## src/rtl/instr_fetch_unit_if.sv

```systemverilog
// instr_fetch_unit_if: instruction-memory read handshake between the fetch unit and the memory
interface instr_fetch_unit_if #(parameter int XLEN = 32);
    logic            imem_req;
    logic [XLEN-1:0] imem_addr;
    logic            imem_ready;
    logic [31:0]     imem_rdata;

    modport master (output imem_req, output imem_addr, input imem_ready, input imem_rdata);
    modport slave  (input imem_req, input imem_addr, output imem_ready, output imem_rdata);
endinterface

```

## src/rtl/instr_fetch_unit.sv

```systemverilog
// instr_fetch_unit: RV32I multi-cycle fetch stage (PC, IR, decode fields); immediate generator enabled by IMM_GEN_EN
module instr_fetch_unit #(
    parameter int              XLEN     = 32,
    parameter logic [XLEN-1:0] PC_RESET = '0
) (
    input  logic                clk,
    input  logic                rst_n,
    input  logic                IR_Write,
    input  logic                PC_Write,
    input  logic                pc_load,
    input  logic [XLEN-1:0]     pc_target,
    instr_fetch_unit_if.master  imem,
    output logic [XLEN-1:0]     pc,
    output logic [XLEN-1:0]     pc_ir,
    output logic [31:0]         ir,
    output logic [6:0]          opcode,
    output logic [4:0]          rd,
    output logic [2:0]          funct3,
    output logic [4:0]          rs1,
    output logic [4:0]          rs2,
    output logic [6:0]          funct7,
    output logic [31:0]         imm,
    output logic                fetch_busy,
    output logic                fetch_done
);
    typedef enum logic {IDLE, REQ} state_t;

    state_t          state_q, state_d;
    logic [XLEN-1:0] pc_q, pc_d, pc_ir_q, pc_ir_d, addr_q, addr_d, pend_tgt_q, pend_tgt_d;
    logic [31:0]     ir_q, ir_d;
    logic            done_q, done_d, adv_q, adv_d, pend_q, pend_d;
    logic [XLEN-1:0] tgt, fetch_addr;

    assign tgt        = pc_target & ~XLEN'(3);
    assign fetch_addr = pc_load ? tgt : pc_q;

    // state and datapath registers; reset abandons any fetch in flight
    always_ff @(posedge clk or negedge rst_n) begin
        if (!rst_n) begin
            state_q    <= IDLE;
            pc_q       <= PC_RESET;
            pc_ir_q    <= PC_RESET;
            addr_q     <= PC_RESET;
            ir_q       <= 32'h0000_0013;
            done_q     <= 1'b0;
            adv_q      <= 1'b0;
            pend_q     <= 1'b0;
            pend_tgt_q <= '0;
        end else begin
            state_q    <= state_d;
            pc_q       <= pc_d;
            pc_ir_q    <= pc_ir_d;
            addr_q     <= addr_d;
            ir_q       <= ir_d;
            done_q     <= done_d;
            adv_q      <= adv_d;
            pend_q     <= pend_d;
            pend_tgt_q <= pend_tgt_d;
        end
    end

    // next state: IDLE launches on IR_Write, REQ retires on imem_ready
    always_comb begin
        state_d = state_q;
        if (state_q == IDLE && IR_Write)
            state_d = REQ;
        else if (state_q == REQ && imem.imem_ready)
            state_d = IDLE;
    end

    // datapath updates; a redirect seen during REQ is parked until the fetch retires
    always_comb begin
        pc_d       = pc_q;
        pc_ir_d    = pc_ir_q;
        addr_d     = addr_q;
        ir_d       = ir_q;
        done_d     = 1'b0;
        adv_d      = adv_q;
        pend_d     = pend_q;
        pend_tgt_d = pend_tgt_q;
        if (state_q == IDLE) begin
            if (IR_Write) begin
                addr_d = fetch_addr;
                pc_d   = fetch_addr;
                adv_d  = PC_Write;
            end else if (pc_load) begin
                pc_d = tgt;
            end
        end else if (imem.imem_ready) begin
            ir_d    = imem.imem_rdata;
            pc_ir_d = addr_q;
            pc_d    = pc_load ? tgt : pend_q ? pend_tgt_q : adv_q ? addr_q + XLEN'(4) : addr_q;
            pend_d  = 1'b0;
            done_d  = 1'b1;
        end else if (pc_load) begin
            pend_d     = 1'b1;
            pend_tgt_d = tgt;
        end
    end

    // outputs derived from state; imem_req follows state so reset drops it at once
    always_comb begin
        imem.imem_req  = (state_q == REQ);
        imem.imem_addr = addr_q;
        fetch_busy     = (state_q == REQ);
        fetch_done     = done_q;
    end

    assign pc     = pc_q;
    assign pc_ir  = pc_ir_q;
    assign ir     = ir_q;
    assign opcode = ir_q[6:0];
    assign rd     = ir_q[11:7];
    assign funct3 = ir_q[14:12];
    assign rs1    = ir_q[19:15];
    assign rs2    = ir_q[24:20];
    assign funct7 = ir_q[31:25];

`ifdef IMM_GEN_EN
    // immediate selected by instruction format
    always_comb begin
        imm = 32'h0;
        case (ir_q[6:0])
            7'b0010011, 7'b0000011, 7'b1100111: imm = {{20{ir_q[31]}}, ir_q[31:20]};
            7'b0100011: imm = {{20{ir_q[31]}}, ir_q[31:25], ir_q[11:7]};
            7'b1100011: imm = {{19{ir_q[31]}}, ir_q[31], ir_q[7], ir_q[30:25], ir_q[11:8], 1'b0};
            7'b0110111, 7'b0010111: imm = {ir_q[31:12], 12'b0};
            7'b1101111: imm = {{11{ir_q[31]}}, ir_q[31], ir_q[19:12], ir_q[20], ir_q[30:21], 1'b0};
            default: imm = 32'h0;
        endcase
    end
`else
    assign imm = 32'h0;
`endif
endmodule

```

## src/flat_wrapper.sv

```systemverilog
// flat-port wrapper written by rule: the top's interface ports become plain ports
module instr_fetch_unit_flat 
#(
    parameter int              XLEN     = 32,
    parameter logic [XLEN-1:0] PC_RESET = '0
)
  (clk, rst_n, IR_Write, PC_Write, pc_load, pc_target, pc, pc_ir, ir, opcode, rd, funct3, rs1, rs2, funct7, imm, fetch_busy, fetch_done, imem_imem_req, imem_imem_addr, imem_imem_ready, imem_imem_rdata);
  instr_fetch_unit_if #(.XLEN(XLEN)) imem_i ();
  input  logic clk;
  input  logic rst_n;
  input  logic IR_Write;
  input  logic PC_Write;
  input  logic pc_load;
  input  logic [XLEN-1:0] pc_target;
  output logic [XLEN-1:0] pc;
  output logic [XLEN-1:0] pc_ir;
  output logic [31:0] ir;
  output logic [6:0] opcode;
  output logic [4:0] rd;
  output logic [2:0] funct3;
  output logic [4:0] rs1;
  output logic [4:0] rs2;
  output logic [6:0] funct7;
  output logic [31:0] imm;
  output logic fetch_busy;
  output logic fetch_done;
  output wire logic [$bits(imem_i.imem_req)-1:0] imem_imem_req;
  output wire logic [$bits(imem_i.imem_addr)-1:0] imem_imem_addr;
  input wire logic [$bits(imem_i.imem_ready)-1:0] imem_imem_ready;
  input wire logic [$bits(imem_i.imem_rdata)-1:0] imem_imem_rdata;
  assign imem_imem_req = imem_i.imem_req;
  assign imem_imem_addr = imem_i.imem_addr;
  assign imem_i.imem_ready = imem_imem_ready;
  assign imem_i.imem_rdata = imem_imem_rdata;
  instr_fetch_unit #(.XLEN(XLEN), .PC_RESET(PC_RESET)) u_core (.clk(clk), .rst_n(rst_n), .IR_Write(IR_Write), .PC_Write(PC_Write), .pc_load(pc_load), .pc_target(pc_target), .imem(imem_i), .pc(pc), .pc_ir(pc_ir), .ir(ir), .opcode(opcode), .rd(rd), .funct3(funct3), .rs1(rs1), .rs2(rs2), .funct7(funct7), .imm(imm), .fetch_busy(fetch_busy), .fetch_done(fetch_done));
endmodule
```

## config.mk

```make
export PLATFORM = sky130hd
export DESIGN_NAME = instr_fetch_unit_flat
export DESIGN_NICKNAME = d
export VERILOG_FILES = /design/src/rtl/instr_fetch_unit_if.sv /design/src/rtl/instr_fetch_unit.sv /design/src/flat_wrapper.sv
export SDC_FILE = /design/constraint.sdc
export NUM_CORES = 1
export LEC_CHECK = 0
export BUFFER_PORTS_ARGS = -buffer_cell sky130_fd_sc_hd__buf_4
export CAP_MARGIN = 0
export CORE_UTILIZATION = 40
export DETAILED_ROUTE_END_ITERATION = 6
export GPL_TIMING_DRIVEN = 1
export PLACE_DENSITY = 0.65
export SLEW_MARGIN = 20
export SYNTH_ARGS = -nofsm -noshare
export SYNTH_HDL_FRONTEND = slang
export SYNTH_SLANG_ARGS = --single-unit
```

## constraint.sdc

```tcl
create_clock -name clk -period 4 [get_ports clk]
set_input_delay 1 -clock clk [delete_from_list [all_inputs] [get_ports clk]]
set_output_delay 1 -clock clk [all_outputs]
set_load 0.02 [all_outputs]
```

==> results of run 1 <==
power by group through the flow:
stage                     combinational, mW  clock [mW]  sequential (mW)
final                                  2.24        1.57             2.53
after CTS                              2.27        1.60             2.53
after global routing                   2.43        1.67             2.60
after detailed placement               2.26           0             2.56
after global placement                 2.24           0             2.55
after floorplan                        1.00           0             2.86
worst max path at each step:
stage | startpoint | endpoint | slack, ns | cells past startpoint
final | imem_imem_ready | u_core.pc[29]$_DFFE_PN0P_ | 1.44 | 8
after global routing | imem_imem_ready | u_core.pc[17]$_DFFE_PN0P_ | 1.26 | 8
after CTS | imem_imem_ready | u_core.pc[29]$_DFFE_PN0P_ | 1.44 | 8
after detailed placement | imem_imem_ready | u_core.pc[29]$_DFFE_PN0P_ | 0.99 | 8
after global placement | imem_imem_ready | u_core.pc[29]$_DFFE_PN0P_ | 1.02 | 8
after floorplan | pc_load | u_core.pc[26]$_DFFE_PN0P_ | 1.82 | 6
layer usage:
layer | global-route usage (%) | vias up
li1 | - | 3107
met1 | 30.0 | 3176
met2 | 36.9 | 226
met3 | 5.50 | 13
met4 | 4.76 | 0
met5 | 0 | -
area by class of cell:
cell class | instances | area (um2) | area share (%)
flip-flops and latches | 162 | 4060 | 39.7
multi-input cells | 576 | 3370 | 32.9
clock buffers | 18 | 429 | 4.20
clock inverters | 14 | 133 | 1.30
inverters | 11 | 41.3 | 0.404
repair buffers | 246 | 1860 | 18.2
well taps | 265 | 332 | 3.24
registers in the layout (all words and copies together) (netlist names):
register and count:
u_core.imem.imem_addr 32, u_core.ir 32, u_core.pc 32, u_core.pc_ir 32, u_core.pend_tgt_q 30, u_core.adv_q 1
u_core.fetch_busy 1, u_core.fetch_done 1, u_core.pend_q 1
through the flow:
stage	cell area, um2	std cells	util [%]	hold WS (ns)
finish	10200	1292	52.0	0.466
floorplan	8190	862	-	0.459
global placement	9660	1260	49.1	0.457
global route	10200	1292	52.0	0.496
CTS	10200	1292	52.0	0.471
detailed placement	9660	1260	49.1	0.460
cells in the final DEF, fill, tap and decap left out, types with 3 or more instances in the layout:
| cell type | synthesis | final |
|---|---|---|
| buf_4 | 69 | 244 |
| nand2_1 | 237 | 235 |
| dfrtp_1 | 159 | 159 |
| o21ai_0 | 53 | 53 |
| mux2i_1 | 33 | 33 |
| conb_1 | 1 | 32 |
| mux2_2 | 30 | 30 |
| o22ai_1 | 19 | 19 |
| a21oi_1 | 19 | 19 |
| xnor2_1 | 17 | 17 |
| clkbuf_16 | 0 | 17 |
| nand3_1 | 14 | 14 |
| nor2_1 | 14 | 14 |
| o21ai_1 | 12 | 12 |
| a221oi_1 | 9 | 9 |
| inv_1 | 8 | 8 |
| nor3_2 | 7 | 7 |
| a22o_1 | 7 | 7 |
| xor2_1 | 7 | 7 |
| nand4_1 | 6 | 6 |
| a22oi_1 | 6 | 6 |
| nor3_1 | 5 | 5 |
| inv_6 | 0 | 4 |
| clkinv_4 | 0 | 4 |
| nand2_4 | 2 | 3 |
| and4_1 | 3 | 3 |
| and4_4 | 3 | 3 |
| a221oi_2 | 3 | 3 |
| a222oi_1 | 3 | 3 |
| nor4_1 | 3 | 3 |
| clkinvlp_4 | 0 | 3 |
| dfstp_2 | 3 | 3 |
worst reg2reg max path, stage by stage, from the launching register on:
cell and delay, ns:
dfrtp_1 0.39, buf_4 0.28, inv_2 0.15, nor2_1 0.35, nor2_1 0.24, buf_4 0.25
a222oi_1 0.35, o21ai_1 0.10
cell families (layout without fill, tap and decap cells):
group                      after synthesis  in the layout
AOI/OAI and AO/OA                      145            145
xor gates and xnor gates                24             24
adders and majority gates                1              1
buffers and inverters                  124            289
DFF                                    162            162
muxes                                   65             65
other                                    1             32
and+or+nand+nor                        309            309
==> flow_summary.yaml, run 1 <==
run_status:
  outcome: "finished clean"
floorplanning:
  die_x_um: 144
  die_h_um: 144
  die_area_um2: 20800
  core_um2: 19700
  initial_core_util_pct: 41.1
  ios: 265
  fp-row-count: 51
routing:
  routed-wl-met2_um: 11400
  top_layer: "met4"
  drc: 0
  drt-wirelength-per-cell_um: 18.1
  routed_wl_um: 23300
  drtAntennaViolNets: 0
  num_vias: 6522
  dr.pass1.iters: 5
  wl_met3_um: 1700
  met1_length_um: 10100
  drt_iter0_drc: 437
  viasPerCell: 5.05
clock_tree:
  clockBufferDepth: 2
  clkTransAtPathRegs_ns: 0.07
  cts_buffers: 17
  cts_root_buf: "clkbuf_16"
  cts_num_sinks: 162
  post-cts-setup-buffers: 0
  post_cts_resized: 0
  htreeDepth: 4
  worstSkewPairLatency_ns: 0.42
  cts_tree: "yes"
  postCtsHoldBufs: 0
place:
  port_buffers: 230
  place_ws_ns: 0.986
  place_congestion: 0.756
  hpwl_um: 16500
logic_synthesis:
  synth_fa_ha_area_share_pct: 0.155
  synth_area_leaders: "dfrtp_1, nand2_1, buf_4, mux2_2, mux2i_1"
  yosys.area_share.simple_pct: 17.4
  ys.flop_type: "dfrtp_1"
  yosysWarnings: 0
  synth.largest_area_cell: "dfrtp_1"
  synth_top_family_by_area: "simple AND/OR/NAND/NOR gates"
  ys_seq_elements: 162
  synth_xor_area_share_pct: 2.60
  synth_top_cell_area_share_pct: 49.3
  synth_commonest_cells: "nand2_1, dfrtp_1, buf_4, o21ai_0, mux2i_1"
  syn_area_um2: 8080
  synth_edf_count: 0
  synth.mux.area_fraction_pct: 8.55
  synth_cell_types: 58
  syn_area_per_cell_um2: 9.72
  yosysMostFrequentCell: "nand2_1"
  seq_area_frac_synth_pct: 50.2
  synth_compound_area_share_pct: 11.3
  synthArstFlopShare_pct: 100
  syn_inst: 831
hold_path:
  worstHoldPathCells: 2
  hold_start: "u_core.ir[1]$_DFFE_PN1P_"
  min_path_type: "reg2reg"
  min_to: "u_core.ir[1]$_DFFE_PN1P_"
power_and_ir_drop:
  p_seq_share_pct: 39.9
  power.switching_mw: 2.45
  pwr_density_cell_nw_per_um2: 621
  clkPwrFrac_pct: 24.8
  sw_frac_of_total_pct: 38.6
  pwr-share-comb_pct: 35.3
  internal_power_mw: 3.90
  totalPowerFinal_mw: 6.35
  p_leak_nw: 5.04
  peakVddDrop_mv: 0.326
worst_setup_path:
  cp_max_fo: 43
  critPathArrivalTime_ns: 2.85
  crit_buf_inv: 3
  timing.rr.start: "u_core.fetch_busy$_DFFE_PN0P_"
  crit_path_frequent_cell: "buf_4"
  crit_chain: "buf_4 > nand2_4 > inv_2 > buf_4 > nand2_1 > o22ai_1 > a21oi_1 > a21boi_1"
  r2r-end: "u_core.pc[26]$_DFFE_PN0P_"
  r2r_setup_slack_ns: 1.77
  critPathLaunchType: "input port"
  cp_top_family: "buffers and inverters"
  reg2reg_depth: 7
  end_kind: "flop"
  crit_path_top_delay_cell: "inv_2"
  worst-setup-path-type: "in2reg"
  cpPeakStageDelay_ns: 0.43
  critPathRequiredTime_ns: 4.30
timing:
  fin_skew_ns: 0.00800
  final.setup.tns_ns: 0
  fin_ws_ns: 1.44
  hold_viol_final: 0
  finalSetupViolCount: 0
  tightestPinTransition_ns: 0.853
  fin_crit_ns: 2.56
  max-slew-margin-rel_pct: 42.9
  fmax_ghz: 0.391
  fin_crit_sh_pct: 63.9
  rsz0062_at_grt: "no"
  drv_slew: 0
cells_and_area:
  layout-drive-gt1-share_pct: 33.1
  area_growth_syn_to_layout_pct: 26.5
  nNetsFinal: 1085
  fill_cells: 1853
  n_antenna_cell: 0
global_routing:
  grtUsageTotal_pct: 22.5
  antenna_found_initial: 0
  grt_pass1_wl_um: 35000
  grt_max_degree: 83
  grt_pass1_vias: 5991
  grt.overflow.total: 0
flow_run:
  maxCapViolCount: 0
(Power assumes the default switching activity.)
==> run 2, diff against run 1 <==
--- a/config.mk
+++ b/config.mk
@@ -10,7 +10,7 @@
 export CORE_UTILIZATION = 40
 export DETAILED_ROUTE_END_ITERATION = 6
 export GPL_TIMING_DRIVEN = 1
-export PLACE_DENSITY = 0.65
+export PLACE_DENSITY = 0.67
 export SLEW_MARGIN = 20
 export SYNTH_ARGS = -nofsm -noshare
 export SYNTH_HDL_FRONTEND = slang
==> constraint.sdc (replaced) <==
create_clock -name clk -period 2.1 [get_ports clk]
set_input_delay 0.525 -clock clk [delete_from_list [all_inputs] [get_ports clk]]
set_output_delay 0.525 -clock clk [all_outputs]
set_load 0.02 [all_outputs]
==> run 2 against run 1 <==
Hold slack worse by 0.19 ns. First-iteration DRC count shrank 7.6%. Non-clock buffer count grew 31. Register-to-register slack got worse by 1.6 ns. Critical path type is now reg2reg. Largest cell class unchanged. Highest routed layer unchanged.
==> flow_summary.yaml, run 2 (same netlist as run 1, synthesis figures left out) <==
run_status:
  outcome: "finished clean"
floorplanning:
  core_um2: 19700
  die_h_um: 144
  fp-row-count: 51
  die_area_um2: 20800
  ios: 265
  die_x_um: 144
  initial_core_util_pct: 41.1
worst_setup_path:
  critPathLaunchType: "flop"
  reg2reg_depth: 6
  end_kind: "flop"
  cp_max_fo: 19
  critPathArrivalTime_ns: 2.24
  r2r_setup_slack_ns: 0.20
  worst-setup-path-type: "reg2reg"
  r2r-end: "u_core.pc[27]$_DFFE_PN0P_"
  critPathRequiredTime_ns: 2.44
  timing.rr.start: "u_core.fetch_busy$_DFFE_PN0P_"
cells_and_area:
  area_growth_syn_to_layout_pct: 31.8
  layout-drive-gt1-share_pct: 35.3
  fill_cells: 1809
  fin_util_pct: 54.2
  final_cell_mix: "buf_4, nand2_1, dfrtp_1"
  n_antenna_cell: 0
  fin_cells: 1323
  nNetsFinal: 1116
  final_common_cell: "buf_4"
global_routing:
  grt_pass1_wl_um: 35700
  antenna_found_initial: 0
  grtUsageTotal_pct: 23.1
  grt_max_degree: 69
  grt.overflow.total: 0
  grt_pass1_vias: 6182
routing:
  drc: 0
  num_vias: 6694
  drtAntennaViolNets: 0
  routed_wl_um: 23800
  drt-wirelength-per-cell_um: 18.0
  dr.pass1.iters: 7
  viasPerCell: 5.06
  drt_iter0_drc: 404
power_and_ir_drop:
  peakVddDrop_mv: 0.608
  p_leak_nw: 5.27
  pwr_density_cell_nw_per_um2: 1220
timing:
  rsz0062_at_grt: "no"
  finalSetupViolCount: 0
  fin_skew_ns: 0.00748
  tightestPinTransition_ns: 1.02
  max-slew-margin-rel_pct: 31.9
  fin_crit_sh_pct: 90.6
  fmax_ghz: 0.526
  drv_slew: 0
  fin_crit_ns: 1.90
  hold_viol_final: 0
hold_path:
  worstHoldPathCells: 3
  min_path_type: "in2reg"
  hold_start: "imem_imem_rdata[11]"
  min_to: "u_core.ir[11]$_DFFE_PN0P_"
clock_tree:
  cts_buffers: 17
  cts_num_sinks: 162
  cts_tree: "yes"
  clkTransAtPathRegs_ns: 0.07
  clockBufferDepth: 2
  worstSkewPairLatency_ns: 0.43
  htreeDepth: 4
  cts_root_buf: "clkbuf_16"
flow_run:
  maxCapViolCount: 0
place:
  place_congestion: 0.804
  hpwl_um: 17200
  dpl.cell_count: 1290
  port_buffers: 230
-- run 2: cell types whose count changed in the layout (fill, tap and decap cells not counted), sizes merged --
cell,previous run,this run
bufinv,1,7
inv,14,11
dlygate4sd3,0,1
clkinvlp,3,1
clkinv,7,5
buf,246,276
clkbuf,18,19
-- run 2: how the worst max path moves through the flow --
stage,startpoint,to,slack (ns),cells after the start
2_1_floorplan,u_core.imem.imem_addr[2]$_DFFE_PN0P_,u_core.pc[30]$_DFFE_PN0P_,0.36,7
3_3_place_gp,pc_load,u_core.pc[21]$_DFFE_PN0P_,-0.04,6
3_5_place_dp,pc_load,u_core.pc[11]$_DFFE_PN0P_,-0.06,6
4_1_cts,u_core.imem.imem_addr[2]$_DFFE_PN0P_,u_core.pc[30]$_DFFE_PN0P_,0.04,6
5_1_grt,u_core.imem.imem_addr[2]$_DFFE_PN0P_,u_core.pc[30]$_DFFE_PN0P_,0.06,6
6_report,u_core.fetch_busy$_DFFE_PN0P_,u_core.pc[27]$_DFFE_PN0P_,0.20,6
-- run 2: routing by layer --
layer / routed length (um) / GRT usage, % / vias to the layer above
li1: - / - / 3179
met1: 10300 / 30.1 / 3244
met2: 11600 / 38.5 / 251
met3: 1560 / 5.03 / 20
met4: 299 / 6.61 / 0
met5: 0 / 0 / -
-- run 2: repair_timing --
action                                 4_1_cts  5_1_grt
setup endpoints to repair                    0        5
hold buffers                                 1        0
endpoints found under the hold margin       25        0
buffers inserted                             0        0
gates resized for setup                      0        3
-- run 2: power by group --
group | internal, mW | switching [mW] | leakage (nW)
logic | 1.97 | 2.63 | 2.95
clock network | 2.42 | 1.29 | 0.344
registers | 3.97 | 0.742 | 1.98
total | 8.35 | 4.66 | 5.27
-- run 2: critical path, stage by stage (launching register included) --
cell,delay [ns]
dfrtp_1,0.38
buf_4,0.22
nand2_4,0.09
inv_2,0.05
a21oi_2,0.60
a221oi_1,0.20
a221oi_2,0.27
-- run 2: cell type report --
cell class / count / area (um2) / area share, %
Sequential cell: 162 / 4060 / 38.1
Timing Repair Buffer: 277 / 2140 / 20.1
Clock buffer: 19 / 453 / 4.26
Tap cell: 265 / 332 / 3.12
Multi-Input combinational cell: 576 / 3370 / 31.6
Inverter: 11 / 41.3 / 0.388
Clock inverter: 13 / 254 / 2.39
-- run 2: per-stage QoR --
| step | TNS [ns] | instance area [um2] | setup WS [ns] | hold slack (ns) | total power, mW |
|---|---|---|---|---|---|
| 6_report | 0 | 10600 | 0.198 | 0.278 | 13.0 |
| 3_5_place_dp | -0.440 | 9920 | -0.0576 | 0.425 | 9.39 |
| 3_3_place_gp | -0.232 | 9920 | -0.0397 | 0.421 | 9.31 |
| 5_1_grt | 0 | 10600 | 0.0593 | 0.269 | 13.7 |
| 4_1_cts | 0 | 10600 | 0.0441 | 0.269 | 13.1 |
| 2_1_floorplan | 0 | 8190 | 0.357 | 0.229 | 7.35 |
==> run 3, diff against run 2 <==
--- a/config.mk
+++ b/config.mk
@@ -11,6 +11,7 @@
 export DETAILED_ROUTE_END_ITERATION = 6
 export GPL_TIMING_DRIVEN = 1
 export PLACE_DENSITY = 0.67
+export RECOVER_POWER = 100
 export SLEW_MARGIN = 20
 export SYNTH_ARGS = -nofsm -noshare
 export SYNTH_HDL_FRONTEND = slang
==> run 3 against run 2 <==
Clock skew barely moved. Utilization fell by 3.4 points. First-iteration DRC count fell by 2.7%. Design area fell by 6.2%. Combinational power fell by 15%. Register-to-register slack got worse by 0.02 ns. Global-route usage did not move. Largest power group unchanged.
==> flow_summary.yaml, run 3 (same netlist as run 1, synthesis figures left out) <==
run_status:
  outcome: "finished clean"
global_routing:
  grt_pass1_vias: 6182
  grt.overflow.total: 0
  grt_pass1_wl_um: 35700
  antenna_found_initial: 0
  grtUsageTotal_pct: 23.1
  grt_max_degree: 69
power_and_ir_drop:
  p_leak_nw: 4.64
  totalPowerFinal_mw: 12.3
  peakVddDrop_mv: 0.603
  pwr_density_cell_nw_per_um2: 1230
worst_setup_path:
  cp_max_fo: 7
  critPathArrivalTime_ns: 2.26
  worst-setup-path-type: "reg2reg"
  end_kind: "flop"
  critPathLaunchType: "flop"
  critPathRequiredTime_ns: 2.44
routing:
  drt-wirelength-per-cell_um: 18.0
  wl_met3_um: 1560
  met1_length_um: 10400
  drtAntennaViolNets: 0
  dr.pass1.iters: 5
  drt_iter0_drc: 393
  viasPerCell: 5.03
  top_layer: "met4"
  num_vias: 6659
  drc: 0
  routed_wl_um: 23800
  routed-wl-met2_um: 11600
timing:
  fmax_ghz: 0.520
  fin_ws_ns: 0.178
  rsz0062_at_grt: "no"
  fin_crit_sh_pct: 91.5
  fin_skew_ns: 0.00709
  hold_viol_final: 0
  final.setup.tns_ns: 0
  max-slew-margin-rel_pct: 32.8
  fin_crit_ns: 1.92
  drv_slew: 0
  tightestPinTransition_ns: 1.00
  finalSetupViolCount: 0
place:
  place_ws_ns: -0.0576
  dpl.cell_count: 1290
  hpwl_um: 17200
  port_buffers: 230
  place_congestion: 0.804
floorplanning:
  core_um2: 19700
  ios: 265
  initial_core_util_pct: 41.1
  die_x_um: 144
  die_area_um2: 20800
  die_h_um: 144
  fp-row-count: 51
cells_and_area:
  area_growth_syn_to_layout_pct: 23.6
  fin_util_pct: 50.8
  multiInputGateArea_um2: 3360
  fill_cells: 1984
  seqCellArea_um2: 4060
  final_common_cell: "nand2_1"
  fin_cells: 1323
  final_cell_mix: "nand2_1, clkbuf_1, dfrtp_1"
  n_antenna_cell: 0
  nNetsFinal: 1116
  layout-drive-gt1-share_pct: 19.3
hold_path:
  min_path_type: "in2reg"
flow_run:
  maxCapViolCount: 0
clock_tree:
  clockBufferDepth: 2
  cts_tree: "yes"
  htreeDepth: 4
  clkTransAtPathRegs_ns: 0.07
  cts_root_buf: "clkbuf_16"
  cts_buffers: 17
  worstSkewPairLatency_ns: 0.43
  cts_num_sinks: 162
## run 3: worst paths after layout
kind	start	endpoint	slack (ns)	cells past startpoint
worst max-delay path	u_core.imem.imem_addr[2]$_DFFE_PN0P_	u_core.pc[22]$_DFFE_PN0P_	0.18	6
worst min-delay path	imem_imem_rdata[11]	u_core.ir[11]$_DFFE_PN0P_	0.28	3
worst max register to register	u_core.imem.imem_addr[2]$_DFFE_PN0P_	u_core.pc[22]$_DFFE_PN0P_	0.18	6
worst min register to register	u_core.ir[1]$_DFFE_PN1P_	u_core.ir[1]$_DFFE_PN1P_	0.47	2
max in group asynchronous	rst_n	u_core.ir[29]$_DFFE_PN0P_	0.27	3
min in group asynchronous	rst_n	u_core.imem.imem_addr[5]$_DFFE_PN0P_	0.71	2
## run 3: repair_timing
item,CTS,global route
hold endpoints to repair,25,0
endpoints found under the setup margin,0,5
resized for setup,0,3
hold buffers,1,0
setup buffers,0,0
## run 3: layer usage
metal,global-route usage [%],vias to the layer above
met3,5.03,20
li1,-,3172
met2,38.5,250
met5,0,-
met1,30.1,3217
met4,6.61,0
## run 3: where the power goes
| part | switching [mW] | internal [mW] |
|---|---|---|
| clock network | 1.29 | 2.42 |
| logic | 2.63 | 1.29 |
| registers | 0.722 | 3.96 |
## run 3: stage by stage
stage / instance area [um2] / hold slack (ns)
finish: 9980 / 0.279
detailed placement: 9920 / 0.425
global route: 9980 / 0.269
CTS: 10600 / 0.269
global placement: 9920 / 0.421
floorplan: 8190 / 0.229
## run 3: critical path: stages, from the launching register on
cell and delay (ns):
dfrtp_2 0.47, ha_1 0.26, nand4_1 0.12, clkbuf_1 0.22, nor4_4 0.33, xnor2_1 0.17
a221oi_2 0.26
## run 3: final cells by class
class / instances / area share (%)
Sequential cell: 162 / 40.7
Multi-Input combinational cell: 576 / 33.6
Timing Repair Buffer: 277 / 14.9
Clock buffer: 19 / 4.54
Tap cell: 265 / 3.32
Clock inverter: 13 / 2.54
Inverter: 11 / 0.414
